<file path="src/rtl/cnt_ctrl_pkg.sv">
// rtl/cnt_ctrl_pkg.sv - shared opcodes, FSM states and default limit for the counter command controller
package cnt_ctrl_pkg;

    // Limit the downstream counter runs to after reset until software changes it.
    localparam logic [2:0] DEFAULT_LIMIT = 3'd7;

    typedef enum logic [1:0] {
        OP_SET_LIMIT  = 2'b00,
        OP_SET_MODE   = 2'b01,
        OP_CLEAR      = 2'b10,
        OP_LOAD_CLEAR = 2'b11
    } cmd_op_e;

    typedef enum logic [2:0] {
        ST_INIT,
        ST_IDLE,
        ST_LOAD,
        ST_CLEAR,
        ST_SETTLE
    } ctrl_state_e;

    // True for opcodes whose operand is a new counter limit.
    function automatic logic op_carries_limit(input cmd_op_e op);
        return (op == OP_SET_LIMIT) || (op == OP_LOAD_CLEAR);
    endfunction

endpackage

</file>
<file path="src/rtl/cnt_cmd_ctrl_if.sv">
// rtl/cnt_cmd_ctrl_if.sv - command valid/ready handshake between a command source and the controller
interface cnt_cmd_ctrl_if;
    import cnt_ctrl_pkg::*;

    logic        cmd_valid;
    cmd_op_e     cmd_op;
    logic [2:0]  cmd_data;
    logic        cmd_ready;

    // Command source side.
    modport master (
        output cmd_valid,
        output cmd_op,
        output cmd_data,
        input  cmd_ready
    );

    // Controller side.
    modport slave (
        input  cmd_valid,
        input  cmd_op,
        input  cmd_data,
        output cmd_ready
    );

endinterface

</file>
<file path="src/rtl/cnt_cmd_ctrl.sv">
// rtl/cnt_cmd_ctrl.sv - command controller driving limit, mode, load and clear strobes of an up/down counter
module cnt_cmd_ctrl
    import cnt_ctrl_pkg::*;
#(
    parameter logic [2:0] RST_LIMIT = DEFAULT_LIMIT
) (
    input  logic                 clk,
    input  logic                 rst_n,
    cnt_cmd_ctrl_if.slave        cmd,
    output logic [2:0]           upper_limit,
    output logic                 load_en,
    output logic                 mode,
    output logic                 rst_count,
    output logic                 err
);

    ctrl_state_e state;
    // INIT spans the reset period plus one strobe cycle; this marks that the strobe has been issued.
    logic        init_done;
    // Set when a LOAD_CLEAR is in its LOAD cycle so the CLEAR cycle follows.
    logic        clear_pending;

    // Single registered FSM: every output is written for the state being entered, so outputs are pure flops.
    always_ff @(posedge clk or negedge rst_n) begin
        if (!rst_n) begin
            state         <= ST_INIT;
            init_done     <= 1'b0;
            clear_pending <= 1'b0;
            upper_limit   <= RST_LIMIT;
            mode          <= 1'b0;
            err           <= 1'b0;
            cmd.cmd_ready <= 1'b0;
            load_en       <= 1'b0;
            rst_count     <= 1'b0;
        end else begin
            load_en   <= 1'b0;
            rst_count <= 1'b0;
            case (state)
                ST_INIT: begin
                    if (!init_done) begin
                        init_done   <= 1'b1;
                        load_en     <= 1'b1;
                        rst_count   <= 1'b1;
                        upper_limit <= RST_LIMIT;
                    end else begin
                        state         <= ST_IDLE;
                        cmd.cmd_ready <= 1'b1;
                    end
                end
                ST_IDLE: begin
                    if (cmd.cmd_valid) begin
                        if (op_carries_limit(cmd.cmd_op)) begin
                            // A zero limit would stall the counter: reject it and stay ready.
                            if (cmd.cmd_data == 3'd0) begin
                                err <= 1'b1;
                            end else begin
                                upper_limit   <= cmd.cmd_data;
                                load_en       <= 1'b1;
                                clear_pending <= (cmd.cmd_op == OP_LOAD_CLEAR);
                                state         <= ST_LOAD;
                                cmd.cmd_ready <= 1'b0;
                            end
                        end else if (cmd.cmd_op == OP_SET_MODE) begin
                            mode          <= cmd.cmd_data[0];
                            state         <= ST_SETTLE;
                            cmd.cmd_ready <= 1'b0;
                        end else begin
                            rst_count     <= 1'b1;
                            err           <= 1'b0;
                            state         <= ST_CLEAR;
                            cmd.cmd_ready <= 1'b0;
                        end
                    end
                end
                ST_LOAD: begin
                    if (clear_pending) begin
                        clear_pending <= 1'b0;
                        rst_count     <= 1'b1;
                        err           <= 1'b0;
                        state         <= ST_CLEAR;
                    end else begin
                        state         <= ST_IDLE;
                        cmd.cmd_ready <= 1'b1;
                    end
                end
                ST_CLEAR, ST_SETTLE: begin
                    state         <= ST_IDLE;
                    cmd.cmd_ready <= 1'b1;
                end
                default: begin
                    state         <= ST_IDLE;
                    cmd.cmd_ready <= 1'b1;
                end
            endcase
        end
    end

endmodule

</file>
<file path="src/flat_wrapper.sv">
// flat-port wrapper written by rule: the top's interface ports become plain ports
module cnt_cmd_ctrl_flat import cnt_ctrl_pkg::*;
#(
    parameter logic [2:0] RST_LIMIT = DEFAULT_LIMIT
)
  (clk, rst_n, upper_limit, load_en, mode, rst_count, err, cmd_cmd_valid, cmd_cmd_op, cmd_cmd_data, cmd_cmd_ready);
  cnt_cmd_ctrl_if cmd_i ();
  input  logic clk;
  input  logic rst_n;
  output logic [2:0] upper_limit;
  output logic load_en;
  output logic mode;
  output logic rst_count;
  output logic err;
  input wire logic [$bits(cmd_i.cmd_valid)-1:0] cmd_cmd_valid;
  input wire logic [$bits(cmd_i.cmd_op)-1:0] cmd_cmd_op;
  input wire logic [$bits(cmd_i.cmd_data)-1:0] cmd_cmd_data;
  output wire logic [$bits(cmd_i.cmd_ready)-1:0] cmd_cmd_ready;
  assign cmd_i.cmd_valid = cmd_cmd_valid;
  assign cmd_i.cmd_op = cmd_cmd_op;
  assign cmd_i.cmd_data = cmd_cmd_data;
  assign cmd_cmd_ready = cmd_i.cmd_ready;
  cnt_cmd_ctrl #(.RST_LIMIT(RST_LIMIT)) u_core (.clk(clk), .rst_n(rst_n), .cmd(cmd_i), .upper_limit(upper_limit), .load_en(load_en), .mode(mode), .rst_count(rst_count), .err(err));
endmodule
</file>
<file path="config.mk">
export PLATFORM = sky130hd
export DESIGN_NAME = cnt_cmd_ctrl_flat
export DESIGN_NICKNAME = d
export VERILOG_FILES = /design/src/rtl/cnt_ctrl_pkg.sv /design/src/rtl/cnt_cmd_ctrl_if.sv /design/src/rtl/cnt_cmd_ctrl.sv /design/src/flat_wrapper.sv
export SDC_FILE = /design/constraint.sdc
export NUM_CORES = 1
export LEC_CHECK = 0
export ABC_AREA = 1
export CORE_MARGIN = 10
export CORE_UTILIZATION = 48
export CTS_CLUSTER_DIAMETER = 150
export DETAILED_ROUTE_END_ITERATION = 8
export PLACE_DENSITY = 0.76
export SYNTH_ARGS = -nofsm -noshare
export SYNTH_HDL_FRONTEND = slang
export SYNTH_SLANG_ARGS = --single-unit
</file>
<file path="constraint.sdc">
create_clock -name clk -period 1.8 [get_ports clk]
set_clock_uncertainty 0.2 [all_clocks]
set_input_delay 0.27 -clock clk [delete_from_list [all_inputs] [get_ports clk]]
set_output_delay 0.27 -clock clk [all_outputs]
set_load 0.005 [all_outputs]
</file>
==> results of run 1 <==
[synthesized netlist by cell type]
cell type  number  share of area [%]
a21oi_1         1               0.69
a31oi_1         1               0.87
clkinv_2        1               0.69
dfrtp_1        10                 35
dfstp_2         3                 11
ha_1            4                6.9
inv_1          13                6.7
inv_2           1               0.52
nand2_1        26                 13
nand2_2         3                2.6
nand2_4         1                1.6
nand3_1         6                4.2
nand3_2         1                1.4
nand4_1         2                1.7
nor2_1         11                5.7
nor2_2          1               0.87
nor2_4          1                1.6
o21ai_0         3                2.1
o21ai_1         3                2.1
or2_1           1               0.87
[sequential cells by signal, indices dropped and copies added, names as in the netlist]
register	count
u_core.rst_count	1
u_core.load_en	1
u_core.clear_pending	1
u_core.err	1
u_core.init_done	1
u_core.mode	1
u_core.cmd.cmd_ready	1
u_core.state	3
u_core.upper_limit	3
[logic make-up (layout without fill, tap and decap cells)]
group / Yosys count / after routing / synth area share, %
simple gates: 53 / 53 / 33.9
fa+ha+maj: 4 / 4 / 6.92
buf+inv: 15 / 35 / 7.96
compound gates: 8 / 8 / 5.71
flops: 13 / 13 / 45.5
[power by group]
group          internal (mW)  switching (mW)
Clock                 0.0825          0.0992
Combinational          0.286           0.325
Sequential             0.431          0.0780
[worst max-delay path, cell delays in order]
cell and delay [ns]:
clkdlybuf4s50_1 0.48, inv_1 0.05, ha_1 0.33, inv_1 0.09, nand4_1 0.13, nand2_1 0.10
inv_1 0.05, nand3_1 0.08, nand2_1 0.05
[layer usage]
layer / share of wire (%) / wire [um] / GRT usage (%)
met1: 48 / 746 / 11.3
met2: 42 / 653 / 15.8
met3: 7.7 / 120 / 3.65
met4: 1.9 / 29 / 4.92
met5: 0 / 0 / 0
[stage by stage]
step / utilization, % / hold WS (ns) / area, um2
floorplan: - / -0.226 / 723
global placement: 65.8 / 0.248 / 900
detailed placement: 65.8 / 0.257 / 900
CTS: 67.9 / 0.171 / 927
global route: 68.4 / 0.207 / 935
finish: 68.4 / 0.147 / 935
[repair_timing]
item / in CTS / in global routing
setup endpoints to repair: 0 / 3
hold buffers: 0 / 0
endpoints found under the hold margin: 0 / 0
resized for setup: 0 / 3
[cell type report]
type                    count  share of cell area [%]
clock buffers               3                    2.41
well taps                  15                    2.01
flip-flops and latches     13                    35.2
repair buffers             16                    17.7
inverters                  15                    6.16
clock inverters             1                   0.535
multi-input cells          65                    36.0
[final timing paths]
kind                                                           to  slack [ns]  depth (start not counted)
worst max-delay path                       u_core.err$_DFFE_PN0P_        0.14                          9
worst min-delay path                  u_core.state[0]$_DFFE_PN0P_        0.15                          1
worst max register to register             u_core.err$_DFFE_PN0P_        0.32                          8
worst min register to register       u_core.init_done$_DFFE_PN0N_        0.27                          2
max in group asynchronous       u_core.upper_limit[2]$_DFFE_PN1P_        0.88                          1
min in group clk                     u_core.init_done$_DFFE_PN0N_        0.27                          2
==> reports/summary.txt, run 1 <==
Worst skew pair latency -> 0.28 ns
Peak supply drop -> 0.897 mV
Crit Path Class -> in -> reg
Fmax -> 603 MHz
CTS sink cnt -> 13
Final WL -> 1550 um
Drt via density -> 4.95
Antenna Cells -> 0
Synth Area per Inst -> 7.78 um2
Leak -> 0.540 nW
Largest net degree at the start of global routing -> 14
Arr. time, crit path -> 1.64 ns
Mapped cell area -> 723 um2
Nets -> 126
Synthesized net count -> 105
Most common cell after layout, fill and taps aside -> nand2_1
Endpoints failing setup -> 0
Post-synthesis cell count -> 93
Drt wl/cell -> 12.1 um
Total gr overflow -> 0
Outcome -> complete, no violations
Tmin final -> 1.66 ns
RSZ-0062 raised after global routing -> false
Rel. slew slack -> 62.5%
PwrDens -> 1390 nW/um2
CP startpoint kind -> primary input
Vias in the first global route -> 695
Die Y-Extent -> 58.8 um
Detailed Routing Iterations Pass 1 -> 5
Reg-to-Reg Start -> u_core.state[1]$_DFFE_PN0P_
CTS clk-pin slew, worst paths -> 0.08 ns
Slew Limit Fails -> 0
Initial antenna violation count -> 0
Power, Total -> 1.30 mW
Total setup buffers inserted after CTS -> 0
Boundary Pins -> 16
CP endpoint kind -> flip-flop
Final hold vios -> 0
Global-route wire length before repair -> 2750 um
Warnings from Yosys -> 0
DIE AREA -> 3460 um2
Crit path max fanout -> 4
Cell variety after synth -> 20
Seq/Total Area, Yosys -> 45.5%
First DRT Iteration DRCs -> 22
Critical Path RT -> 1.78 ns
Number of non-filler instances in the completed layout -> 128
Layout cell share with drive strength beyond 1 -> 15.0%
Worst-Margin Slew -> 0.561 ns
Clk buf depth -> 2
Most frequent cells in the layout -> nand2_1 (26), inv_1 (13), clkdlybuf4s50_1 (12), nor2_1 (11), dfrtp_1 (10)
IO Port Bufs -> 15
CORE AREA -> 1370 um2
Multi-input gate area -> 337 um2
CTS tree -> yes
H-Tree Depth -> 1
Root Driver -> clkbuf_4
Die W -> 58.8 um
Vias after detailed routing -> 633
Starting Density -> 52.9%
DP Worst Slack -> -0.118 ns
DRC viols -> 0
Detail Route Antenna Nets -> 0
Fillers -> 132
Max Cap Viol -> 0
Gr usage total -> 9.89%
Setup_tns -> 0 ns
Placed cell count -> 124
Period utilisation layout -> 92.2%
Sequential standard cell area -> 329 um2
P&R area growth vs syn -> 29.2%
Dpl hpwl -> 1200 um
TritonCTS Buffers -> 3
Row cnt -> 13
Critical path startpoint -> cmd_cmd_op[0]
Final worst slack -> 0.141 ns
Hold WC Path Type -> in -> async
Yosys reg bits -> 13
Placer Congestion -> 0.895
No activity file was read; power rests on OpenSTA's default activity.
==> run 2: changes to the inputs <==
--- a/config.mk
+++ b/config.mk
@@ -11,6 +11,7 @@
 export CTS_CLUSTER_DIAMETER = 150
 export DETAILED_ROUTE_END_ITERATION = 8
 export PLACE_DENSITY = 0.76
+export REMOVE_ABC_BUFFERS = 1
 export SYNTH_ARGS = -nofsm -noshare
 export SYNTH_HDL_FRONTEND = slang
 export SYNTH_SLANG_ARGS = --single-unit
==> results of run 2 <==
No change in the layout: final DEF, timing and power equal those of run 1.
